==> src/rtl/rtl_settings_pkg.sv <==
`timescale 1ns/1ps
`default_nettype none
// +----------------------------------------------------------------------+
// | Module   : rtl_settings_pkg                                          |
// | Purpose  : Shared types and defaults for the test scheduler slice.   |
// |            Holds the scheduler state encoding and default FIFO depth.|
// | Revision : 1.0  initial release                                      |
// +----------------------------------------------------------------------+
package rtl_settings_pkg;

    // Default number of queued test descriptors.
    localparam int SCHED_DEPTH = 4;

    // Scheduler states.
    typedef enum logic [2:0] {
        IDLE   = 3'd0,
        LAUNCH = 3'd1,
        WAIT   = 3'd2,
        GAP    = 3'd3,
        HALT   = 3'd4
    } sched_state_t;

endpackage : rtl_settings_pkg
`default_nettype wire

==> src/rtl/desc_fifo.sv <==
`timescale 1ns/1ps
`default_nettype none
// +----------------------------------------------------------------------+
// | Module   : desc_fifo                                                 |
// | Purpose  : Synchronous descriptor FIFO with registered read data.    |
// | Ports    : clk, rst      clock / asynchronous active-high reset      |
// |            i_push        write request (dropped when full)           |
// |            i_pop         read request (ignored when empty)           |
// |            i_flush       empty the FIFO; beats push and pop          |
// |            i_data        write data                                  |
// |            o_full        no free entry                               |
// |            o_empty       no valid entry                              |
// |            o_level       occupancy                                   |
// |            o_data        registered head data, loaded on pop         |
// | Revision : 1.0  initial release                                      |
// +----------------------------------------------------------------------+
module desc_fifo
    import rtl_settings_pkg::*;
#(
    parameter int DEPTH = SCHED_DEPTH,
    parameter int WIDTH = 64
) (
    input  logic                       clk,
    input  logic                       rst,
    input  logic                       i_push,
    input  logic                       i_pop,
    input  logic                       i_flush,
    input  logic [WIDTH-1:0]           i_data,
    output logic                       o_full,
    output logic                       o_empty,
    output logic [$clog2(DEPTH+1)-1:0] o_level,
    output logic [WIDTH-1:0]           o_data
);

    localparam int c_addr_w = $clog2(DEPTH);
    localparam int c_lvl_w  = $clog2(DEPTH+1);

    logic [WIDTH-1:0]  r_mem [DEPTH];
    logic [c_addr_w:0] r_wr_ptr;
    logic [c_addr_w:0] r_rd_ptr;
    logic [WIDTH-1:0]  r_data;

    logic              w_full;
    logic              w_empty;
    logic              w_do_push;
    logic              w_do_pop;
    logic [c_addr_w:0] w_diff;

    // Extra pointer MSB distinguishes full (MSBs differ) from empty.
    assign w_full    = (r_wr_ptr[c_addr_w] != r_rd_ptr[c_addr_w]) &&
                       (r_wr_ptr[c_addr_w-1:0] == r_rd_ptr[c_addr_w-1:0]);
    assign w_empty   = (r_wr_ptr == r_rd_ptr);
    assign w_do_push = i_push && !w_full && !i_flush;
    assign w_do_pop  = i_pop && !w_empty && !i_flush;
    assign w_diff    = r_wr_ptr - r_rd_ptr;

    always_ff @(posedge clk) begin
        if (w_do_push) begin
            r_mem[r_wr_ptr[c_addr_w-1:0]] <= i_data;
        end
    end

    // Read data is not cleared by a flush so the launched parameters stay
    // stable on the control block until the next launch.
    always_ff @(posedge clk or posedge rst) begin
        if (rst) begin
            r_wr_ptr <= '0;
            r_rd_ptr <= '0;
            r_data   <= '0;
        end else if (i_flush) begin
            r_wr_ptr <= '0;
            r_rd_ptr <= '0;
        end else begin
            if (w_do_push) begin
                r_wr_ptr <= r_wr_ptr + 1'b1;
            end
            if (w_do_pop) begin
                r_data   <= r_mem[r_rd_ptr[c_addr_w-1:0]];
                r_rd_ptr <= r_rd_ptr + 1'b1;
            end
        end
    end

    assign o_full  = w_full;
    assign o_empty = w_empty;
    assign o_level = c_lvl_w'(w_diff);
    assign o_data  = r_data;

endmodule : desc_fifo
`default_nettype wire

==> config.mk <==
export PLATFORM = sky130hd
export DESIGN_NAME = desc_fifo
export DESIGN_NICKNAME = d
export VERILOG_FILES = /design/src/rtl/rtl_settings_pkg.sv /design/src/rtl/desc_fifo.sv
export SDC_FILE = /design/constraint.sdc
export NUM_CORES = 1
export LEC_CHECK = 0
export BUFFER_PORTS_ARGS = -buffer_cell sky130_fd_sc_hd__buf_2
export CELL_PAD_IN_SITES_DETAIL_PLACEMENT = 1
export CELL_PAD_IN_SITES_GLOBAL_PLACEMENT = 1
export CORE_MARGIN = 10
export CORE_UTILIZATION = 55
export CTS_CLUSTER_DIAMETER = 120
export DETAILED_ROUTE_END_ITERATION = 10
export PLACE_DENSITY = 0.88
export RECOVER_POWER = 50
export SLEW_MARGIN = 10
export SYNTH_ARGS = -nofsm -noshare
export SYNTH_HDL_FRONTEND = slang
export SYNTH_SLANG_ARGS = --single-unit
==> constraint.sdc <==
create_clock -name clk -period 10.81 [get_ports clk]
set_input_delay 1.081 -clock clk [delete_from_list [all_inputs] [get_ports clk]]
set_output_delay 1.081 -clock clk [all_outputs]
set_load 0.02 [all_outputs]
After elaboration in Yosys (flattened, before gate mapping)
Memories as Yosys holds them, arrays and structs flattened. A register that Yosys moved wholly into a read port is not among the register bits.
Index checks and enable logic that the tools add are counted.

word-level totals
  bits in read-only memories = 0
  latch bits = 0
  register bits = 6
  memories = 1
  logic and storage cells = 27
  bits in writable memories = 256
  input bits = 69

operators by class
  mux-type cells = 6
  bitwise operators = 1
  shift operators = 0
  $lt $le $gt $ge = 0
  reduce and logical (&&, ||, !) cells = 11
  div/mod/pow operators = 0
  multipliers = 0
  add/sub/neg operators = 3
  eq/ne operators = 3

memory list
  memory  words  width  read ports  clocked after Yosys merged registers in  write ports  line             text
  r_mem   4      64     1           1                                        1            desc_fifo.sv:38  logic [WIDTH-1:0] r_mem [DEPTH];

operators with widths
  cell                                                           number
  3-bit 2-to-1 mux                                               4
  3-bit by 1-bit adder with 3-bit output, second input constant  2
  1-bit logical AND                                              5
  2-bit nonzero test                                             2
  3-bit equality test                                            1
  1-bit zero test                                                3
  3-bit subtractor                                               1
  2-bit equality test                                            1
  1-bit 2-to-1 mux                                               2
  2-bit AND reduction                                            1
  1-bit != test                                                  1
  1-bit NOT                                                      1

Longest topological paths before layout
Gate-level depths: netlist of the first run.

  depth in word-level cells = 7
  depth in mapped cells = 8
  depth with buffers taken out = 5

Worst setup path before layout of the first run
OpenSTA, ideal clock, no wires.

  kind = register to register
  from = register r_rd_ptr[1]
  to = memory r_mem[0][0], enable pin
  path slack = 7.049 ns
  stages on the path, launching flop included = 8
  data arrival time = 3.331 ns
  data required time = 10.381 ns
  setup time = 0.429 ns
  path buffers = 2
  cell sequence = dfrtp_1 > buf_2 > buf_1 > inv_1 > ha_1 > nand2_1 > o21a_1 > and3_1

on the way
  cells in the longest elaborated chain, start to end = 7

RTL lines
  item                                    line             text
  from (decl)                             desc_fifo.sv:40  logic [c_addr_w:0] r_rd_ptr;
  from (signal assigned)                  desc_fifo.sv:79  r_rd_ptr <= r_rd_ptr + 1'b1;
  2-bit equality test                     desc_fifo.sv:51  (r_wr_ptr[c_addr_w-1:0] == r_rd_ptr[c_addr_w-1:0]);
  1-bit logical AND                       desc_fifo.sv:50  assign w_full = (r_wr_ptr[c_addr_w] != r_rd_ptr[c_addr_w]) &&
  1-bit zero test                         desc_fifo.sv:53  assign w_do_push = i_push && !w_full && !i_flush;
  1-bit logical AND (2 in a row)          desc_fifo.sv:53
  1-bit 2-to-1 mux                        desc_fifo.sv:58  if (w_do_push) begin
  1-bit 2-to-1 mux (implied by the code)  desc_fifo.sv:59  r_mem[r_wr_ptr[c_addr_w-1:0]] <= i_data;
  to (decl)                               desc_fifo.sv:38

Every way passes these cells.

==> metrics.md, run 1 <==
| Metric | Value |
|---|---|
| Row count | `54` |
| CTS Buf Count | `34` |
| Final Hold Fails | `0` |
| First-pass GRT wire length | `~43 mm` |
| Die Wd | `170 um` |
| Max clock buf depth | `3` |
| Cells after synthesis | `524` |
| Via density | `~6` |
| Worst min-delay path category | `reg -> reg` |
| P per Cell Area | `260 nW/um^2` |
| Most frequent cell after synthesis | `edfxtp_1` |
| Worst-path clk slew | `about 0.06 ns` |
| Total negative setup slack | `0 ns` |
| Mapped Area | `12300 sq um` |
| Reg2reg start | `r_rd_ptr[1]$_DFFE_PP0P_` |
| Clock skew | `between 0.01 and 0.015 ns` |
| TritonCTS clock tree | `built` |
| CTS Hold Bufs | `0` |
| YS warnings | `0` |
| Core ar. | `22000 sq um` |
| Post-synthesis sequential area ratio | `~76%` |
| Hold WS | `between 0.5 and 0.6 ns` |
| Port bufs | `roughly 140` |
| Post-synth EDFFs | `around 260` |
| Root Buffer | `clkbuf_16` |
| Setup violators final | `0` |
| DIE HEIGHT | `approximately 170 um` |
| Peak Freq | `roughly 200 MHz` |
| Layout area overhead | `17.4%` |
| Setup ws final | `a little under 6 ns` |
| DR DRC count | `0` |
| Setup repair bufs after CTS | `0` |
| Nets | `757` |
| Total grt overflow | `0` |
| Setup CP Type | `in -> async` |
| Post-synth top cells | `edfxtp_1 (256), dfrtp_1 (70), mux4_2 (64)` |
| Max-slew violation count | `between 70 and 80` |
| Pre-CTS WS | `~7 ns` |
| Critical path arrival | `roughly 4.1 ns` |
| Vias | `roughly 5800` |
| Cell Count, Final, Fillers Out | `between 900 and 1000` |
| Share of layout cells above drive strength 1 | `33.7%` |
| Pleak | `just over 5 nW` |
| RSZ-0062 raised after global routing | `no` |
| FF+latch count, synth | `roughly 330` |
| Yosys cell types | `31` |
| Status | `finished with violations` |
| Slew margin rel. | `-167%` |
| Largest area contributor in the netlist | `edfxtp_1` |
| DP HPWL | `16.8 mm` |
| Area share of the leading cell type in the synthesized netlist | `between 60% and 70%` |
| Cell area after layout | `around 14000 sq um` |
| Post-DRT Antenna Nets | `0` |
| Synthesized area per cell | `roughly 24 sq um` |
| Synth top area cells | `edfxtp_1 (62%), dfrtp_1 (14%), mux4_2 (12%)` |
| Skew-Pair Late Insertion Delay | `approximately 0.51 ns` |
| Inst Count DP | `924` |
| Worst slew pin tran | `around 4.0 ns` |
| GR Util All Layers | `between 10% and 20%` |
| CP max FO | `70` |
| Iter 0 DRT Violations | `between 400 and 500` |
| Largest net degree at the start of global routing | `71` |
| Final WL | `roughly 28 mm` |
| Placed Area | `roughly 13000 sq um` |
| Failing checks | `max-capacitance violations, max-slew violations` |
| Drt first pass iters | `4` |
| Fin util | `about two thirds` |
| Post-CTS Resized | `0` |
| Crit. End Element | `async pin` |
| Sink Count | `~330` |
| Post-synth top flop | `edfxtp_1` |
| Htree depth | `2` |
| Fin crit period | `4.99 ns` |
| Number of global-route vias before repair | `~6600` |
| Asr flop ratio synth | `a little over a fifth` |
| Final Cycle Share | `~46%` |
| Ports | `138` |
| Max VDD drop | `around 160 uV` |
| DR WL/cell | `~28 um` |
| Worst EP required | `9.91 ns` |
| Crit path launch | `rst` |
| Worst Setup Start Kind | `primary input` |
| Power, Total | `~3.8 mW` |
| Initial Util | `between 50% and 60%` |
| Max_cap viols | `1` |
| Total nets after synthesis | `about 600` |
| Antenna violations before repair | `2` |
| Hold path start | `o_data[22]$_DFFE_PP0P_` |
| GPL Wtd Cong | `around 0.85` |
| DIE AREA | `28800 sq um` |
[cell families (layout without fill, tap and decap cells)]
| kind of cell | after synthesis | after routing | synth area share (%) |
|---|---|---|---|
| XOR/XNOR | 3 | 3 | 0.274 |
| buffers and inverters | 29 | 211 | 1.35 |
| AND/OR/NAND/NOR | 17 | 17 | 0.740 |
| flip-flops | 326 | 326 | 76.4 |
| other | 0 | 3 | 0 |
| adder cells (fa/ha/maj) | 8 | 8 | 0.871 |
| multiplexers | 130 | 130 | 19.5 |
| AO/OA/AOI/OAI | 11 | 11 | 0.801 |
[layout by cell type, fill, tap and decap left out, types with 2 or more instances in the layout]
cell type,netlist,layout
nor2_1,6,6
mux2_2,6,6
buf_4,1,3
xnor2_1,2,2
bufinv_16,0,8
ha_1,7,7
inv_1,8,7
o2111ai_1,3,3
dfrtp_1,70,68
edfxtp_1,256,256
clkinvlp_4,0,2
clkbuf_16,0,37
buf_2,7,39
dfrtp_4,0,2
mux4_2,64,64
and3_4,0,4
o21a_1,2,2
clkbuf_1,6,104
o31ai_1,2,2
clkinv_2,0,2
clkbuf_8,0,6
mux2_4,60,60
diode_2,0,3
[final cells by class]
class	instances	area, sq um
Sequential cell	326	9450
Timing Repair Buffer	141	589
Antenna cell	3	7.51
Clock inverter	14	278
Fill cell	1799	7470
Clock buffer	48	1030
Inverter	8	31.3
Tap cell	280	350
Multi-Input combinational cell	169	2760
[path summary, 6_finish.rpt]
path                                                 to  slack, ns  depth (start not counted)
worst max-delay path            r_rd_ptr[1]$_DFFE_PP0P_       5.82                          3
worst min-delay path             o_data[22]$_DFFE_PP0P_       0.50                          1
min in group asynchronous        o_data[36]$_DFFE_PP0P_       2.16                          3
worst min register to register   o_data[22]$_DFFE_PP0P_       0.50                          1
max in group clk                                o_empty       6.82                          5
worst max register to register   r_mem[1][53]$_DFFE_PP_       7.09                          5
[state kept, by name, summed over array words and instances (netlist names)]
| name | cells |
|---|---|
| r_mem | 256 |
| r_wr_ptr | 3 |
| r_rd_ptr | 3 |
| o_data | 64 |
[routing by layer]
metal	vias up	share of wire, %	track usage [%]
met5	-	0.071	0
met4	2	2.2	5.76
met3	49	5.4	4.07
met2	198	54	34.7
met1	3136	39	24.2
li1	2453	-	-
[critical path, cell delays in order]
cell and delay [ns]:
buf_2 0.10, clkinvlp_2 0.06, clkbuf_1 2.80
[report_power, final]
group | switching (mW) | total (mW) | internal (mW)
registers | 0.114 | 1.63 | 1.52
clock network | 0.474 | 1.33 | 0.856
logic | 0.425 | 0.808 | 0.383
Power figures use the tool's default switching activity.
==> run 2: changes to the inputs <==
Settings changed: ABC_AREA from default to 1, CORE_UTILIZATION 55 to 42, PLACE_DENSITY 0.88 to 0.8.
Clock period 10.81 ns to 4.12 ns, I/O delays scaled along.
==> metrics.md, run 2 <==
| Metric | Value |
|---|---|
| Status | `finished with violations` |
| Failing checks | `max-capacitance violations, max-slew violations` |
| Number of global-route vias before repair | `10500 (+60%)` |
| Max_cap viols | `2 (+1)` |
| Skew-Pair Late Insertion Delay | `0.51 ns (about the same)` |
| CP cell instances | `ha_1, nand2_1, inv_2, nand3_1, nand3_1, nor2_4, buf_4` |
| Total grt overflow | `0 (unchanged)` |
| Post-DRT Antenna Nets | `0 (unchanged)` |
| Peak Freq | `~320 MHz` |
| CTS Hold Bufs | `0 (unchanged)` |
| Critical path arrival | `3.30 ns (-0.79 ns)` |
| Initial Util | `42.4% (-14 points)` |
| Slew margin rel. | `-51.0% (+120 points)` |
| Clock share of power | `35.0% (-0.3 points)` |
| RSZ-0062 raised after global routing | `no` |
| FF+latch count, synth | `326 (unchanged)` |
| Logic pwr share | `19.9% (-1.5 points)` |
| Pleak | `7.33 nW (+42%)` |
| Hold path depth | `1 (unchanged)` |
| Post-synthesis sequential area ratio | `68.8% (-7.7 points)` |
| GPL Wtd Cong | `0.733 (-14%)` |
| Max-slew violation count | `73 (+2.8%)` |
| Post-synth EDFFs | `256 (unchanged)` |
| Commonest non-fill, non-tap cell in the layout | `nand2_1` |
| Synth top area cells | `edfxtp_1 (56%), dfrtp_1 (13%), nand2_1 (13%)` |
| First-pass GRT wire length | `57.4 mm (+35%)` |
| Htree depth | `2 (unchanged)` |
| Hold WS | `0.171 ns (-0.333 ns)` |
| DR DRC count | `0 (unchanged)` |
| Core ar. | `32400 sq um (+47%)` |
| Worst Setup Start Kind | `flip-flop` |
| Slowest cell on the critical path | `dfrtp_4` |
| Area share of the leading cell type in the synthesized netlist | `56.0% (-6.2 points)` |
| Mapped Area | `13700 sq um (+11%)` |
| Hold EP | `r_mem[1][22]$_DFFE_PP_` |
| P per Cell Area | `576 nW/um^2 (+120%)` |
| Top delay family on crit path | `simple AND/OR/NAND/NOR gates` |
| Setup repair bufs after CTS | `0 (unchanged)` |
| Share of layout cells above drive strength 1 | `8.33% (-25 points)` |
| Crit path buf inv count | `2 (-1)` |
| Max clock buf depth | `3 (unchanged)` |
| Power, Total | `9.17 mW (+140%)` |
| Setup CP Type | `reg -> reg` |
| Sequential power share | `45.1% (+1.8 points)` |
| R2r worst-path depth | `7 (+2)` |
| Drt first pass iters | `5 (+1)` |
| Reg2reg start | `r_rd_ptr[0]$_DFFE_PP0P_` |
| Fillers | `3662 (+100%)` |
| Post-synth top flop | `edfxtp_1` |
| Clock skew | `0.0142 ns (-0.000267 ns)` |
| R2R setup slack | `1.00 ns (-6.09 ns)` |
| YS warnings | `0 (unchanged)` |
| Total nets after synthesis | `1423 (+140%)` |
| Fin crit period | `around 3.1 ns` |
| DP HPWL | `23.4 mm (+39%)` |
| Worst EP required | `4.30 ns (-5.61 ns)` |
| Post-CTS Resized | `0 (unchanged)` |
| Worst-path clk slew | `0.06 ns (about the same)` |
| Max reg flops | `256 (unchanged)` |
| Root Buffer | `clkbuf_16` |
| Largest area contributor in the netlist | `edfxtp_1` |
| Die Wd | `201 um (+18%)` |
| Layout area overhead | `16.1%` |
| Commonest non-fill, non-tap cells in the layout | `nand2_1 (459), inv_1 (267), edfxtp_1 (256), nand3_1 (200), clkbuf_1 (105)` |
| Hold path start | `i_data[22]` |
| Crit. End Element | `flip-flop` |
| Setup violators final | `0 (unchanged)` |
| Asr flop ratio synth | `21.5% (unchanged)` |
| CP max stage delay | `0.76 ns (-2.04 ns)` |
| DIE HEIGHT | `201 um (+18%)` |
| Worst min-delay path category | `in -> reg` |
| Switch Pwr | `2.78 mW (+170%)` |
| Internal power | `6.39 mW (+130%)` |
| Via density | `4.84 (-18%)` |
| TritonCTS clock tree | `built` |
| Final WL | `36.8 mm (+31%)` |
| Largest net degree at the start of global routing | `115 (+62%)` |
| Most frequent cell after synthesis | `nand2_1` |
| DIE AREA | `40300 sq um (+40%)` |
| Worst slew pin tran | `2.25 ns (-1.76 ns)` |
| Post-synth top cells | `nand2_1 (459), inv_1 (269), edfxtp_1 (256)` |
| GR Util All Layers | `17.9% (-1.8 points)` |
| Sink Count | `326 (unchanged)` |
| DR WL/cell | `18.9 um (-33%)` |
| CP max FO | `43 (-39%)` |
| Final Hold Fails | `0 (unchanged)` |
| Final Cycle Share | `75.7%` |
| Port bufs | `137 (unchanged)` |
| Vias | `9414 (+61%)` |
| Fin util | `49.2% (-17 points)` |
| Row count | `66 (+22%)` |
| RR Endpoint | `r_mem[0][39]$_DFFE_PP_` |
| Cells after synthesis | `1346 (+160%)` |
| Yosys cell types | `19 (-39%)` |
| Ports | `138 (unchanged)` |
| Nets | `1551 (+100%)` |
| Cell repeated most along the worst path | `nand3_1` |
| CTS Buf Count | `35 (+2.9%)` |
| Synthesized area per cell | `10.2 sq um (-57%)` |
| Max VDD drop | `367 uV (+120%)` |
| Switching Fraction | `30.3% (+3.4 points)` |
| Total negative setup slack | `0 ns (unchanged)` |
| Antenna violations before repair | `6 (+4)` |
| Iter 0 DRT Violations | `649 (+39%)` |
[run 2: cell types whose count changed in the layout (fill, tap and decap cells not counted), moves of 5 or more]
cell / delta
buf_4: +9
clkinv_2: +6
inv_1: +260
mux2_2: -6
mux2_4: -60
mux4_2: -64
nand2_1: +458
nand3_1: +200
nand4_1: +5
nor2_1: -6
[run 2: per-stage QoR]
step           worst slack [ns]  instances  cell area (sq um)
3_3_place_gp               1.10       1879              14900
2_1_floorplan            -0.538       1346              13700
5_1_grt                   0.735       1942              15900
3_5_place_dp               1.00       1879              14900
4_1_cts                   0.988       1942              16100
6_report                   1.00       1945              15900
[run 2: layout make-up]
type	instances	area, sq um	share of cell area [%]
Antenna cell	3	7.51	0.0471
Multi-Input combinational cell	684	2990	18.7
Sequential cell	326	9440	59.3
Timing Repair Buffer	153	716	4.49
Inverter	274	1030	6.49
Tap cell	442	553	3.47
Clock buffer	46	1000	6.28
Clock inverter	17	190	1.19
[run 2: worst max-delay path by stage]
stage	from	end	depth (start not counted)
after detailed placement	r_rd_ptr[0]$_DFFE_PP0P_	r_mem[0][39]$_DFFE_PP_	7
final	r_rd_ptr[0]$_DFFE_PP0P_	r_mem[0][39]$_DFFE_PP_	7
after global placement	r_rd_ptr[0]$_DFFE_PP0P_	r_mem[0][43]$_DFFE_PP_	7
after CTS	r_rd_ptr[0]$_DFFE_PP0P_	r_mem[0][35]$_DFFE_PP_	7
after floorplan	r_rd_ptr[1]$_DFFE_PP0P_	r_mem[0][0]$_DFFE_PP_	8
after global routing	rst	r_rd_ptr[0]$_DFFE_PP0P_	3
[run 2: power groups by stage]
stage | clock [mW] | sequential, mW | combinational [mW]
final | 3.21 | 4.13 | 1.82
after global routing | 3.42 | 4.18 | 2.04
after CTS | 3.27 | 4.13 | 1.92
after detailed placement | 0 | 4.19 | 1.90
after global placement | 0 | 4.17 | 1.84
after floorplan | 0 | 4.53 | 0.835
[run 2: logic make-up (layout without fill, tap and decap cells)]
logic type,Yosys count,after routing,synth area share [%]
adders and majority gates,8,8,0.784
buffers and inverters,336,490,9.71
and+or+nand+nor,672,672,20.4
DFF,326,326,68.8
xor gates and xnor gates,3,3,0.192
other,0,3,0
AOI/OAI and AO/OA,1,1,0.119
[run 2: worst register-to-register path: stages (launching register included)]
cell     delay, ns
dfrtp_4       0.76
ha_1          0.35
nand2_1       0.08
inv_2         0.06
nand3_1       0.18
nand3_1       0.35
nor2_4        0.61
buf_4         0.40
[run 2: routing by layer]
metal	vias to the layer above	share of wire [%]	track usage [%]
li1	4493	-	-
met1	4688	42	20.8
met2	181	52	32.5
met4	6	1.9	5.11
met3	46	4.4	3.74
met5	-	0.12	0
==> run 3: changes to the inputs <==
Settings changed: CORE_UTILIZATION 42 to 46, PLACE_DENSITY 0.8 to 0.83.
Clock period 4.12 ns to 3.1 ns, I/O delays scaled along.
==> metrics.md, run 3 (same netlist as run 2, synthesis figures left out) <==
| Metric | Value |
|---|---|
| Status | `finished with violations` |
| Failing checks | `max-capacitance violations, max-slew violations` |
| DR WL/cell | `19.5 um (+3.2%)` |
| CTS Buf Count | `36 (+2.9%)` |
| Cell Count, Final, Fillers Out | `1910 (-1.8%)` |
| Number of global-route vias before repair | `10600 (+1.0%)` |
| Worst-path clk slew | `0.06 ns (about the same)` |
| Slowest cell on the critical path | `buf_4` |
| Top delay family on crit path | `buffers and inverters` |
| TritonCTS clock tree | `built` |
| Via density | `5.05 (+4.2%)` |
| Worst Setup Start Kind | `flip-flop` |
| Post-DRT Antenna Nets | `0 (unchanged)` |
| Drt first pass iters | `5 (unchanged)` |
| Max reg flops | `256 (unchanged)` |
| Final WL | `37.3 mm (+1.4%)` |
| DIE AREA | `37100 sq um (-7.8%)` |
| P per Cell Area | `764 nW/um^2 (+33%)` |
| Port bufs | `137 (unchanged)` |
| Nets | `1565 (+0.90%)` |
| Placed Area | `14800 sq um (-0.40%)` |
| Commonest non-fill, non-tap cells in the layout | `nand2_1 (459), inv_1 (267), edfxtp_1 (256), nand3_1 (200), clkbuf_1 (105)` |
| DP HPWL | `21.7 mm (-7.3%)` |
| Root Buffer | `clkbuf_16` |
| First-pass GRT wire length | `58.4 mm (+1.7%)` |
| DIE HEIGHT | `193 um (-4.0%)` |
| Antenna violations before repair | `5 (-1)` |
| Worst min-delay path category | `in -> reg` |
| CP max stage delay | `0.71 ns (-0.05 ns)` |
| Power, Total | `12.2 mW (+33%)` |
| RSZ-0062 raised after global routing | `no` |
| GR Util All Layers | `20.3% (+2.4 points)` |
| Peak Freq | `between 300 and 400 MHz` |
| Slew margin rel. | `-16.8% (+34 points)` |
| Cell area after layout | `16000 sq um (+0.26%)` |
| Max-slew violation count | `36 (-51%)` |
| Row count | `63 (-4.5%)` |
| Setup repair bufs after CTS | `0 (unchanged)` |
| Skew-Pair Late Insertion Delay | `0.52 ns (about the same)` |
| Clock skew | `0.0109 ns (-0.00336 ns)` |
| Initial Util | `46.4% (+4.0 points)` |
| Setup CP Type | `reg -> out` |
| Pleak | `7.39 nW (+0.83%)` |
| Crit path buf inv count | `3 (+1)` |
| Core ar. | `29600 sq um (-8.7%)` |
| Largest net degree at the start of global routing | `78 (-32%)` |
| Inst Count DP | `1828 (-2.7%)` |
| GPL Wtd Cong | `0.746 (+1.7%)` |
| Htree depth | `2 (unchanged)` |
| Total negative setup slack | `0 ns (unchanged)` |
| Total grt overflow | `0 (unchanged)` |
| CTS Hold Bufs | `12 (+12)` |
| Vias | `9636 (+2.4%)` |
| Commonest non-fill, non-tap cell in the layout | `nand2_1` |
| Crit. End Element | `primary output` |
| CP cell instances | `inv_2, buf_4, fa_1, buf_2` |
| Layout area overhead | `16.4%` |
| Worst slew pin tran | `1.74 ns (-0.510 ns)` |
| Share of layout cells above drive strength 1 | `8.44% (+0.11 points)` |
| CP max FO | `65 (+51%)` |
| Max clock buf depth | `3 (unchanged)` |
| Final Cycle Share | `88.8%` |
| DR DRC count | `0 (unchanged)` |
| Ports | `138 (unchanged)` |
| Setup violators final | `0 (unchanged)` |
| Max_cap viols | `1 (-1)` |
| Fin crit period | `2.75 ns` |
| Post-CTS Resized | `0 (unchanged)` |
| Final Hold Fails | `0 (unchanged)` |
| Iter 0 DRT Violations | `501 (-23%)` |
| Sink Count | `326 (unchanged)` |
| Die Wd | `193 um (-4.0%)` |
| Fin util | `54.0% (+4.8 points)` |
| Worst EP required | `2.79 ns (-1.51 ns)` |
| Critical path arrival | `2.44 ns (-0.86 ns)` |
| Max VDD drop | `560 uV (+53%)` |
[run 3: routing by layer]
| metal | part of all wire [%] | up-vias | global-route usage (%) |
|---|---|---|---|
| met5 | 0.048 | - | 0 |
| met4 | 2.1 | 2 | 6.32 |
| met3 | 5.1 | 56 | 3.56 |
| met2 | 52 | 211 | 36.0 |
| met1 | 41 | 4850 | 24.6 |
| li1 | - | 4517 | - |
[run 3: path summary, 6_finish.rpt]
check	to	from	slack (ns)	depth (start not counted)
max	o_level[1]	r_rd_ptr[1]$_DFFE_PP0P_	0.35	4
min	r_mem[1][28]$_DFFE_PP_	i_data[28]	0.07	1
max reg2reg	r_mem[0][1]$_DFFE_PP_	r_wr_ptr[0]$_DFFE_PP0P_	0.38	8
min reg2reg	o_data[18]$_DFFE_PP0P_	o_data[18]$_DFFE_PP0P_	0.48	2
max in group asynchronous	o_data[38]$_DFFE_PP0P_	rst	0.54	4
min in group asynchronous	o_data[7]$_DFFE_PP0P_	rst	0.77	3
[run 3: cell type report]
cell class	instances	area, sq um
clock buffers	48	1010
diodes	4	10.0
repair buffers	166	833
inverters	274	1030
flip-flops and latches	326	9440
well taps	390	488
fillers	3325	13600
multi-input cells	684	2990
clock inverters	18	170
[run 3: worst register-to-register path: stages (launching register included)]
cell and delay [ns]:
dfrtp_1 0.41, inv_1 0.13, ha_1 0.34, nand2_1 0.08, inv_2 0.06, nand3_1 0.20
nand3_1 0.36, nor2_4 0.21, buf_4 0.54
[run 3: per-stage QoR]
step                      hold slack, ns  setup slack (ns)
after global placement             0.446             0.595
final                             0.0682             0.348
after CTS                        0.00104             0.294
after global routing              0.0573             0.123
after detailed placement           0.439             0.389
after floorplan                    0.409            -0.552
[run 3: power breakdown]
group | leakage [nW] | switching [mW] | internal [mW]
logic | 3.61 | 1.79 | 0.678
registers | 3.20 | 0.289 | 5.22
clock network | 0.582 | 1.68 | 2.54
total | 7.39 | 3.76 | 8.44
